$ cat src/rtl/lsu_align_unit.sv
// lsu_align_unit: maps b/h/w loads/stores at any byte address onto word-only DataMemory (req/resp handshake, mem_* side)
module lsu_align_unit #(
  parameter logic ALLOW_MISALIGNED = 1'b1
) (
  input  logic        clk,
  input  logic        rst,
  input  logic        req_valid,
  output logic        req_ready,
  input  logic        req_write,
  input  logic [31:0] req_addr,
  input  logic [2:0]  req_size,
  input  logic [31:0] req_wdata,
  output logic        resp_valid,
  output logic [31:0] resp_rdata,
  output logic        resp_err,
  output logic [31:0] mem_access_addr,
  output logic [31:0] mem_in,
  output logic        mem_write_en,
  output logic        mem_read_en,
  output logic [2:0]  mem_data_size,
  input  logic [31:0] mem_out
);
  localparam logic [2:0] IDLE = 3'd0;
  localparam logic [2:0] RD0  = 3'd1;
  localparam logic [2:0] RD1  = 3'd2;
  localparam logic [2:0] WR0  = 3'd3;
  localparam logic [2:0] WR1  = 3'd4;
  localparam logic [2:0] RESP = 3'd5;
  logic [2:0]  state, state_nx;
  logic [31:0] addr_r, wdata_r, lo, hi;
  logic [2:0]  size_r;
  logic        write_r, err_r;
  logic        req_bad_size, req_mis, req_err, req_sw_aligned;
  logic [1:0]  off, nb_m1;
  logic [2:0]  last_byte;
  logic        span, sx;
  logic [4:0]  sh;
  logic [31:0] a0, a1, rd_w, ext;
  logic [63:0] bmask, mask, wide, merged;
  assign req_bad_size   = req_size == 3'b011 || req_size[2:1] == 2'b11;
  assign req_mis        = (req_size[1:0] == 2'b01 && req_addr[0]) || (req_size[1:0] == 2'b10 && req_addr[1:0] != 2'b00);
  assign req_err        = req_bad_size || (req_write && req_size[2]) || (!ALLOW_MISALIGNED && req_mis);
  assign req_sw_aligned = req_write && req_size == 3'b010 && req_addr[1:0] == 2'b00;
  assign off       = addr_r[1:0];
  assign nb_m1     = size_r[1:0] == 2'b00 ? 2'd0 : size_r[1:0] == 2'b01 ? 2'd1 : 2'd3;
  assign last_byte = {1'b0, off} + {1'b0, nb_m1};
  assign span      = last_byte[2];
  assign sx        = !size_r[2];
  assign sh        = {off, 3'b000};
  assign a0        = {addr_r[31:2], 2'b00};
  assign a1        = a0 + 32'd4;
  // {hi,lo} is the 8-byte window starting at A0; stores and loads are byte-lane shifts within it
  assign bmask     = size_r[1:0] == 2'b00 ? 64'hFF : size_r[1:0] == 2'b01 ? 64'hFFFF : 64'hFFFF_FFFF;
  assign mask      = bmask << sh;
  assign wide      = {32'b0, wdata_r} << sh;
  assign merged    = ({hi, lo} & ~mask) | (wide & mask);
  assign rd_w      = 32'({hi, lo} >> sh);
  assign ext       = size_r[1:0] == 2'b00 ? {{24{sx & rd_w[7]}}, rd_w[7:0]} :
                     size_r[1:0] == 2'b01 ? {{16{sx & rd_w[15]}}, rd_w[15:0]} : rd_w;
  always_comb begin
    state_nx = IDLE;
    case (state)
      IDLE:    state_nx = !req_valid ? IDLE : req_err ? RESP : req_sw_aligned ? WR0 : RD0;
      RD0:     state_nx = span ? RD1 : write_r ? WR0 : RESP;
      RD1:     state_nx = write_r ? WR0 : RESP;
      WR0:     state_nx = span ? WR1 : RESP;
      WR1:     state_nx = RESP;
      default: state_nx = IDLE;
    endcase
  end
  always_ff @(posedge clk) begin
    if (rst) begin
      state   <= IDLE;
      addr_r  <= '0;
      wdata_r <= '0;
      size_r  <= '0;
      write_r <= 1'b0;
      err_r   <= 1'b0;
      lo      <= '0;
      hi      <= '0;
    end else begin
      state <= state_nx;
      if (state == IDLE && req_valid) begin
        addr_r  <= req_addr;
        wdata_r <= req_wdata;
        size_r  <= req_size;
        write_r <= req_write;
        err_r   <= req_err;
      end
      if (state == RD0) lo <= mem_out;
      if (state == RD1) hi <= mem_out;
    end
  end
  assign req_ready       = state == IDLE;
  assign resp_valid      = state == RESP;
  assign resp_err        = resp_valid && err_r;
  assign resp_rdata      = (resp_valid && !err_r && !write_r) ? ext : 32'h0;
  assign mem_read_en     = state == RD0 || state == RD1;
  // a reset edge must never commit a write
  assign mem_write_en    = (state == WR0 || state == WR1) && !rst;
  assign mem_access_addr = (state == RD0 || state == WR0) ? a0 : (state == RD1 || state == WR1) ? a1 : 32'h0;
  assign mem_in          = state == WR0 ? merged[31:0] : state == WR1 ? merged[63:32] : 32'h0;
  assign mem_data_size   = 3'b010;
endmodule
$ cat config.mk
export PLATFORM = sky130hd
export DESIGN_NAME = lsu_align_unit
export DESIGN_NICKNAME = d
export VERILOG_FILES = /design/src/rtl/lsu_align_unit.sv
export SDC_FILE = /design/constraint.sdc
export NUM_CORES = 1
export LEC_CHECK = 0
export CAP_MARGIN = 20
export CORE_MARGIN = 8
export CORE_UTILIZATION = 30
export CTS_BUF_LIST = sky130_fd_sc_hd__clkbuf_4
export DETAILED_ROUTE_END_ITERATION = 10
export PLACE_DENSITY = 0.55
export SYNTH_ARGS = -nofsm -noshare
export SYNTH_HDL_FRONTEND = slang
export SYNTH_SLANG_ARGS = --single-unit
$ cat constraint.sdc
create_clock -name clk -period 2.3 [get_ports clk]
set_input_delay 0.345 -clock clk [delete_from_list [all_inputs] [get_ports clk]]
set_output_delay 0.345 -clock clk [all_outputs]
set_load 0.05 [all_outputs]
# Word-level counts from Yosys, hierarchy flattened
# Index checks and enable logic that the tools add are counted.
[op_classes] add_sub_neg=2 n_eq_ne=9 n_mux=18 n_reduce_logical=21 bitwise=6 shift=3
[ops] operator="$mux W32" n=9
[ops] operator="$and A64 B64 Y64" n=2
[ops] operator="$shl A32 B5 Y64" n=2
[ops] operator="$not A64 Y64" n=1
[ops] operator="$or A64 B64 Y64" n=1
[ops] operator="$shr A64 B5 Y32" n=1
[ops] operator="$add A32 B3 Y32 const B" n=1
[ops] operator="$pmux W3 S5" n=1
[ops] operator="$eq A3 B2 Y1 const B" n=4
[ops] operator="$mux W3" n=4
[ops] operator="$logic_and A1 B1 Y1" n=8
[ops] operator="$eq A3 B3 Y1 const B" n=2
[ops] operator="$logic_or A1 B1 Y1" n=6
[ops] operator="$mux W2" n=3
[ops] operator="$logic_not A1 Y1" n=4
[ops] operator="$logic_not A2 Y1" n=2
[ops] operator="$add A2 B2 Y3" n=1
[ops] operator="$eq A3 B1 Y1 const B" n=1
[ops] operator="$logic_not A3 Y1" n=1
[ops] operator="$and A1 B1 Y1" n=2
[ops] operator="$eq A2 B1 Y1 const B" n=1
[ops] operator="$eq A2 B2 Y1 const B" n=1
[ops] operator="$mux W1" n=1
[totals] input_bits=103 ff_bits=136 out_inout_bits=104

# Depth between registers and ports, before layout
# Gate-level depths: netlist of run 1.
[depth] ltp_word=9 ltp_mapped=8 depth_no_buf=6

# Least setup slack after synthesis of run 1
# No wires, ideal clock.
[synth_timing] kind="reg2out" start="reg state[0]" end="out mem_access_addr[16]" slack_ns=-1.024 required_ns=1.955 path_stages_with_launch=7 t_arrival_ns=2.979 path_cell_list="dfxtp_1 buf_6 nor2b_1 buf_6 nor4b_4 nand2_1 o41ai_1"
[synth_between] elab_chain_cells=4 word_cells_on_any_way=8
[synth_lines] element="from (decl)" line_no="29" text="logic [2:0] state, state_nx;"
[synth_lines] element="from (signal assigned)" line_no="82" text="state <= state_nx;"
[synth_lines] element="$eq A3 B2 Y1 or $eq A3 B3 Y1 (tied branches)" line_no="101" text="assign mem_access_addr = (state == RD0 || state == WR0) ? a0 : (state == RD1 || state == WR1) ? a1 : 32'h0;"
[synth_lines] element="$logic_or A1 B1 Y1" line_no="101"
[synth_lines] element="$mux W32" line_no="101"
[synth_lines] element="$mux W32 (*)" line_no="101"
[synth_lines] element="to (decl)" line_no="16" text="output logic [31:0] mem_access_addr,"
# Every way passes the cells marked *; elsewhere a longest branch is shown, timed or not.

# Worst setup path in the final report of run 1
[layout_timing] start="reg addr_r[1]" end="out resp_rdata[31]"
[layout_between] elab_chain_cells=5 word_cells_on_any_way=6
[layout_lines] element="from (decl)" line_no="30" text="logic [31:0] addr_r, wdata_r, lo, hi;"
[layout_lines] element="from (signal assigned)" line_no="84" text="addr_r <= req_addr;"
[layout_lines] element="$shr A64 B5 Y32 (*)" line_no="57" text="assign rd_w = 32'({hi, lo} >> sh);"
[layout_lines] element="$and A1 B1 Y1" line_no="59" text="size_r[1:0] == 2'b01 ? {{16{sx & rd_w[15]}}, rd_w[15:0]} : rd_w;"
[layout_lines] element="$mux W32" line_no="59"
[layout_lines] element="$mux W32 (*)" line_no="58" text="assign ext = size_r[1:0] == 2'b00 ? {{24{sx & rd_w[7]}}, rd_w[7:0]} :"
[layout_lines] element="$mux W32 (*)" line_no="97" text="assign resp_rdata = (resp_valid && !err_r && !write_r) ? ext : 32'h0;"
[layout_lines] element="to (decl)" line_no="14" text="output logic [31:0] resp_rdata,"
# Marks and branches as above.

==> PnR_summary.wiki, run 1 <==
{| class="wikitable"
! Metric !! Value
|-
| Result of the run || finished, violations left
|-
| Violations in the final reports || negative setup slack
|-
| Basic-gate share of the synthesized area counting and, or, nand and nor cells || 0.247
|-
| Site Rows || 60
|-
| Number of global-route vias before repair || about 9,700
|-
| Min Tclk post-route || roughly 2.9 ns
|-
| Vias after detailed routing || 10,200
|-
| Post-Syn Instances || 1,155
|-
| Number of enable flip-flop cells after synthesis || 0
|-
| Number of clock buffers inserted by TritonCTS || 17
|-
| Latest clock arrival within the worst-skew pair || between 0.5 and 0.6 ns
|-
| Horiz. Die Dim || 181 um
|-
| Fraction of registers with async set or reset after synthesis || 0
|-
| Final GP Congestion || a little over 0.9
|-
| Amount of wire on met2 after detailed routing || approximately 19,000 um
|-
| Library cell used as clock root buffer || clkbuf_4
|-
| Hold Crit Class || in2reg
|-
| Area occupied by multi-input gates || 6950 um2
|-
| Detailed-routing wirelength on met1 || approximately 17,000 um
|-
| Synth Warn # || 0
|-
| Port Buf Inserts || about 200
|-
| Main combinational cell family by area after synthesis || simple AND/OR/NAND/NOR gates
|-
| Relative slew slack || 0.576
|-
| Iteration count of the initial detailed-routing pass || 5
|-
| IO Count || 207
|-
| First-pass GRT wire length || 59,200 um
|-
| Final number of setup-violating endpoints || 95
|-
| Core occupancy in the finished layout || 0.580
|-
| DRC violations left || 0
|-
| Most used DFF post-synth || dfxtp_1
|-
| Setup repair after global routing missed its margin || true
|-
| Portion of the post-synthesis area used by sequential elements || 0.333
|-
| Summed area of non-filler cells in the final layout || 15,600 um2
|-
| Type of origin of the critical path || flop
|-
| Data arrival time of the critical path || about 2.6 ns
|-
| Crit end category || output port
|-
| Areal power density over the cells || 529 nW/um2
|-
| CTS H-tree lvls || 4
|-
| Met3 wire length || 3630 um
|-
| Number of nets still failing antenna checks after routing || 0
|-
| Dominant cell by count in the synthesized netlist || nand2_1
|-
| Combined global-route utilization of all metal layers || 0.231
|-
| Worst setup path startpoint || addr_r[1]$_SDFFE_PP0P_
|-
| Die Area || ~33,000 um2
|-
| VDD IR max || 0.000308 V
|-
| Slew at the pin with the worst max-slew slack || around 0.63 ns
|-
| Placed instance area || 12,200 um2
|-
| Cell type with the highest aggregate area in the netlist || dfxtp_1
|-
| Clock sink count || roughly 140
|-
| Antenna violations before repair || 3
|-
| Mean instance size in the synthesized netlist || between 7 and 8 um2
|-
| Layout cells sized above 1 || 0.444
|-
| Final nets || 1,595
|-
| Fin worst setup slack || -0.612 ns
|-
| Sum of overflow across all layers after global routing || 0
|-
| CTS clock-pin slew for the worst setup and hold paths || approximately 0.12 ns
|-
| Top post-synthesis cells by area || dfxtp_1 (33%), nand2_1 (14%), a21oi_1 (11%)
|-
| Area fraction in compound gates after synthesis || 0.218
|-
| Core Footprint || ~27,000 um2
|-
| Hold Fails Final Rpt || 0
|-
| Via-to-Cell Ratio || around 5.5
|-
| Drt first-iter violations || 1,017
|-
| Largest net degree at the start of global routing || 66
|-
| Worst setup timing slack at the placement stage || about 0.017 ns
|-
| Area growth, synth to finish || 90.4%
|-
| Synth Area in XOR/XNOR || 0.0171
|-
| Total count of max-transition violations in the final report || 0
|-
| Highest net fanout along the worst path || 6
|-
| Detailed-route wire length || 41,000 um
|-
| Leakage power of the design || 5.69 nW
|-
| Worst Path Class, Setup || reg2out
|-
| DR top layer || met5
|-
| Portion of the clock cycle consumed by the worst path in the final layout || 1.27
|-
| Top cells by count, synth || nand2_1 (316), a21oi_1 (188), dfxtp_1 (136)
|-
| F_max || 343 MHz
|-
| Adder-cell share of the synthesized area || 0.00306
|-
| Initial standard-cell utilization of the core || 0.305
|-
| Register cell area after layout || between 2000 and 3000 um2
|-
| CTS tree || done
|-
| Detailed-placement wirelength estimate || 26,800 um
|-
| Fill cell total of the finished layout || around 2,200
|-
| Number of max-cap violations || 0
|-
| Setup TNS || -31.94 ns
|-
| Min-delay src || rst
|-
| Flip-flop and latch count after synthesis || about 140
|-
| Total standard cell area after synthesis || between 8000 and 9000 um2
|-
| Y dimension of the die || approximately 180 um
|-
| Top-area cell type share of the netlist area || 0.333
|-
| Multiplexer area fraction after synthesis || 0.123
|-
| Fin Clk Skew || between 0.01 and 0.015 ns
|-
| Wire per inst || ~22 um
|-
| Critical register-to-register path startpoint || state[2]$_SDFF_PP0_
|-
| CP required || about 2 ns
|-
| Number of distinct library cells after synthesis || 53
|-
| Number of buffers on the longest clock path || 2
|}
==> per-layer routing <==
| metal | track usage | vias to the layer above |
|---|---|---|
| met3 | 0.0632 | 98 |
| met4 | 0.0984 | 4 |
| met2 | 0.368 | 538 |
| met5 | 0 | - |
| met1 | 0.289 | 4865 |
| li1 | - | 4657 |
==> critical path, cell delays in order, from the launching register on <==
cell and delay [ns]:
dfxtp_4 0.43, buf_6 0.12, buf_4 0.15, buf_4 0.16, mux2_2 0.37, o21ai_0 0.52
o21ai_4 0.10, buf_12 0.17
==> report_power, final <==
part | switching (mW) | internal [mW]
registers | 0.243 | 2.54
logic | 1.93 | 1.58
clock network | 0.970 | 0.975
==> per-stage QoR <==
stage	hold WS [ns]	power, mW	std cells
global placement	0.442	5.23	1686
finish	0.224	8.24	1844
detailed placement	0.447	5.25	1686
global route	0.191	8.55	1844
CTS	0.206	7.86	1796
floorplan	0.436	4.19	1158
==> sequential cells by signal (all words and copies together), names as in the netlist <==
signal   cells
addr_r      32
size_r       3
lo          32
hi          32
state        3
wdata_r     32
write_r      1
err_r        1
==> kinds of logic after synthesis <==
group / after synthesis
and+or+nand+nor: 472
buffers and inverters: 109
DFF: 136
adders and majority gates: 2
other: 2
xor gates and xnor gates: 16
muxes: 97
AOI/OAI and AO/OA: 321
==> final timing paths <==
check        slack [ns]                  end  depth (start not counted)
min                0.22   err_r$_SDFFE_PP0P_                          2
min reg2reg        0.46  hi[24]$_SDFFE_PP0N_                          2
max               -0.61       resp_rdata[31]                          7
max reg2reg        0.14  hi[25]$_SDFFE_PP0N_                         13
==> repair_timing <==
item,in CTS,in global routing
gates resized for setup,338,136
buffers inserted,70,54
endpoints found under the setup margin,95,96
gates cloned,13,3
hold buffers,0,0
pin swaps,89,95
==> cells in the final DEF (no fill, tap or decap), types with 12 or more instances in the layout <==
cell type,count
a21oi_1,157
a211oi_4,12
buf_4,121
o21ai_1,15
o21ai_2,24
nand2_2,12
nand4_1,13
a21oi_2,16
buf_12,104
o21ai_4,13
dfxtp_1,109
clkbuf_4,18
mux2_2,13
o22ai_2,12
a21oi_4,15
dfxtp_2,21
mux2_4,18
o22ai_4,14
mux2i_2,15
mux2i_1,44
buf_6,73
clkdlybuf4s50_1,101
nand2_1,297
nor2_4,22
nor2_2,17
nor2_1,35
==> area by class of cell <==
| cell class | count | share of cell area |
|---|---|---|
| multi-input combinational | 917 | 0.446 |
| timing repair buffer | 411 | 0.325 |
| sequential | 136 | 0.178 |
| tap | 341 | 0.0274 |
| clock inverter | 13 | 0.0131 |
| clock buffer | 18 | 0.00867 |
| inverter | 7 | 0.00169 |
| antenna | 1 | 0.000161 |
(Power assumes the default switching activity.)
==> run 2: changes to the inputs <==
--- a/config.mk
+++ b/config.mk
@@ -7,10 +7,10 @@
 export LEC_CHECK = 0
 export CAP_MARGIN = 20
 export CORE_MARGIN = 8
-export CORE_UTILIZATION = 30
+export CORE_UTILIZATION = 45
 export CTS_BUF_LIST = sky130_fd_sc_hd__clkbuf_4
 export DETAILED_ROUTE_END_ITERATION = 10
-export PLACE_DENSITY = 0.55
+export PLACE_DENSITY = 0.76
 export SYNTH_ARGS = -nofsm -noshare
 export SYNTH_HDL_FRONTEND = slang
 export SYNTH_SLANG_ARGS = --single-unit
==> constraint.sdc (replaced) <==
create_clock -name clk -period 3.5 [get_ports clk]
set_input_delay 0.525 -clock clk [delete_from_list [all_inputs] [get_ports clk]]
set_output_delay 0.525 -clock clk [all_outputs]
set_load 0.05 [all_outputs]
==> run 2 against run 1 <==
The flow now finishes without violations. Die area down 31%. Non-clock buffer count down 179. Wire length down 25%. Via count down 11%. Register-to-register slack better by 1.2 ns. Combinational power down 63%. Critical path type unchanged. Largest cell class unchanged. Highest routed layer is now met4.
==> PnR_summary.wiki, run 2 (synthesis gave the netlist of run 1 again) <==
{| class="wikitable"
! Metric !! Value
|-
| Worst Path Class, Setup || reg2out
|-
| Type of origin of the critical path || flop
|-
| Leakage power of the design || 4.10 nW (-28%)
|-
| Number of buffers on the longest clock path || 2 (unchanged)
|-
| Area growth, synth to finish || 35.5%
|-
| Portion of the clock cycle consumed by the worst path in the final layout || 0.978
|-
| Core Footprint || 17,900 um2 (-33%)
|-
| Fin Clk Skew || 0.0204 ns (+0.00728 ns)
|-
| Area occupied by multi-input gates || 5020 um2 (-28%)
|-
| CTS H-tree lvls || 4 (unchanged)
|-
| Largest net degree at the start of global routing || 91 (+38%)
|-
| Most frequent standard cell in the layout excluding fill and tap cells || nand2_1
|-
| Count of placed standard cells including taps || 1,514 (-10%)
|-
| Post-CTS Hold Fix Bufs || 0 (unchanged)
|-
| Portion of total power attributed to sequential cells || 0.414 (+0.076)
|-
| Drt first-iter violations || 1,052 (+3.4%)
|-
| Clock sink count || 136 (unchanged)
|-
| Hold Crit Class || in2reg
|-
| F_max || roughly 290 MHz
|-
| Switching power share of the total || 0.353 (-0.0285)
|-
| Total count of max-transition violations in the final report || 0 (unchanged)
|-
| Layout cells sized above 1 || 0.148 (-0.296)
|-
| Library cell used as clock root buffer || clkbuf_4
|-
| Relative slew slack || 0.267 (-0.309)
|-
| Detailed-placement wirelength estimate || 22,700 um (-15%)
|-
| Antenna violations before repair || 2 (-1)
|-
| Setup TNS || 0 ns (+31.94 ns)
|-
| Final nets || 1,412 (-11%)
|-
| Clock share of power || 0.295 (+0.059)
|-
| Iteration count of the initial detailed-routing pass || 6 (+1)
|-
| Latest clock arrival within the worst-skew pair || 0.56 ns (about the same)
|-
| Via-to-Cell Ratio || 5.86 (+6.3%)
|-
| CTS tree || done
|-
| Min Tclk post-route || 3.42 ns
|-
| Final GP Congestion || 0.933 (+0.24%)
|-
| Y dimension of the die || 151 um (-17%)
|-
| Number of clock buffers inserted by TritonCTS || 17 (unchanged)
|-
| Fill cell total of the finished layout || 1,565 (-28%)
|-
| Initial standard-cell utilization of the core || 0.457 (+0.153)
|-
| Hold Fails Final Rpt || 0 (unchanged)
|-
| Result of the run || completed
|-
| IO Count || 207 (unchanged)
|-
| First-pass GRT wire length || 46,200 um (-22%)
|-
| CP required || 2.97 ns (+1.01 ns)
|-
| Port Buf Inserts || 201 (unchanged)
|-
| Combined global-route utilization of all metal layers || 0.261 (+0.0301)
|-
| Top library cells by usage in the layout, fill and taps aside || nand2_1 (315), a21oi_1 (188), dfxtp_1 (133)
|-
| CTS clock-pin slew for the worst setup and hold paths || 0.13 ns (about the same)
|-
| DRC violations left || 0 (unchanged)
|-
| Number of global-route vias before repair || 8,380 (-14%)
|-
| Combinational share of power || 0.292 (-0.134)
|-
| Number of max-cap violations || 0 (unchanged)
|-
| Crit end category || output port
|-
| Final number of setup-violating endpoints || 0 (-100%)
|-
| Die Area || 22,800 um2 (-31%)
|-
| Areal power density over the cells || 400 nW/um2 (-24%)
|-
| Post-layout instance count excluding filler cells || 1,550 (-16%)
|-
| Register cell area after layout || 2730 um2 (-1.5%)
|-
| Data arrival time of the critical path || 2.90 ns (+0.33 ns)
|-
| Site Rows || 49 (-18%)
|-
| Slew at the pin with the worst max-slew slack || 1.10 ns (+0.471 ns)
|-
| Vias after detailed routing || 9,083 (-11%)
|-
| Sum of overflow across all layers after global routing || 0 (unchanged)
|-
| Wire per inst || 19.8 um (-11%)
|-
| Design internal power || 2.87 mW (-44%)
|-
| Horiz. Die Dim || 151 um (-17%)
|-
| VDD IR max || 0.000291 V (-5.4%)
|-
| Highest net fanout along the worst path || 9 (+3)
|-
| Number of nets still failing antenna checks after routing || 0 (unchanged)
|-
| Detailed-route wire length || 30,700 um (-25%)
|-
| Net switching power figure || 1.57 mW (-50%)
|}
## run 2: changes by cell type in the layout (fill, tap and decap cells not counted), sizes merged, moves of 2 or more
cell           before  now
clkinvlp            0    2
dlymetal6s2s        0    5
buf               308  107
clkinv              8    4
clkdlybuf4s50     101  107
or2                 7    5
dlygate4sd2         0   11
## run 2: worst paths after layout
kind / slack (ns) / cells past startpoint / endpoint / start
max: 0.08 / 5 / resp_rdata[6] / state[2]$_SDFF_PP0_
min: 0.43 / 2 / wdata_r[14]$_SDFFE_PP0P_ / rst
max reg2reg: 1.33 / 5 / lo[12]$_SDFFE_PP0P_ / state[1]$_SDFF_PP0_
min reg2reg: 0.47 / 2 / hi[24]$_SDFFE_PP0N_ / hi[24]$_SDFFE_PP0N_
## run 2: repair_timing
item | in CTS | in global routing
setup buffers | 1 | 2
setup endpoints to repair | 17 | 22
cloned | 0 | 0
gates resized for setup | 14 | 10
pin swaps | 0 | 1
## run 2: power groups by stage
stage                     clock, mW  combinational [mW]  sequential [mW]
after CTS                      1.32                1.28             1.83
after global placement            0                1.25             1.86
after global routing           1.40                1.39             1.85
after floorplan                   0               0.886             1.77
final                          1.31                1.30             1.84
after detailed placement          0                1.27             1.87
## run 2: area by class of cell
class,count,area share
tap,229,0.0258
clock buffer,18,0.0122
sequential,136,0.246
inverter,7,0.00237
antenna,2,0.000451
timing repair buffer,232,0.240
clock inverter,13,0.0204
multi-input combinational,913,0.453
## run 2: worst max-delay path: stages, from the launching register on
cell and delay [ns]:
dfxtp_2 0.43, nor2b_4 0.21, nand2_1 0.11, or3_1 0.51
a211oi_1 0.47, dlygate4sd2_1 0.60
## run 2: per-layer routing
layer / track usage / part of all wire / up-vias
met3: 0.0702 / 0.10 / 70
met1: 0.324 / 0.40 / 4245
met5: 0 / 0 / -
met2: 0.417 / 0.46 / 482
li1: - / - / 4286
met4: 0.113 / 0.039 / 0
## run 2: stage by stage
step                instance area [um2]  setup WS (ns)  hold WS [ns]  utilization  total power [mW]
floorplan                          8200         0.0447         0.436            -              2.66
global placement                  10700          0.370         0.441        0.597              3.12
detailed placement                10700          0.363         0.449        0.597              3.14
CTS                               11100         0.0226         0.401        0.618              4.43
global route                      11100        -0.0480         0.426        0.620              4.64
finish                            11100         0.0757         0.430        0.620              4.44
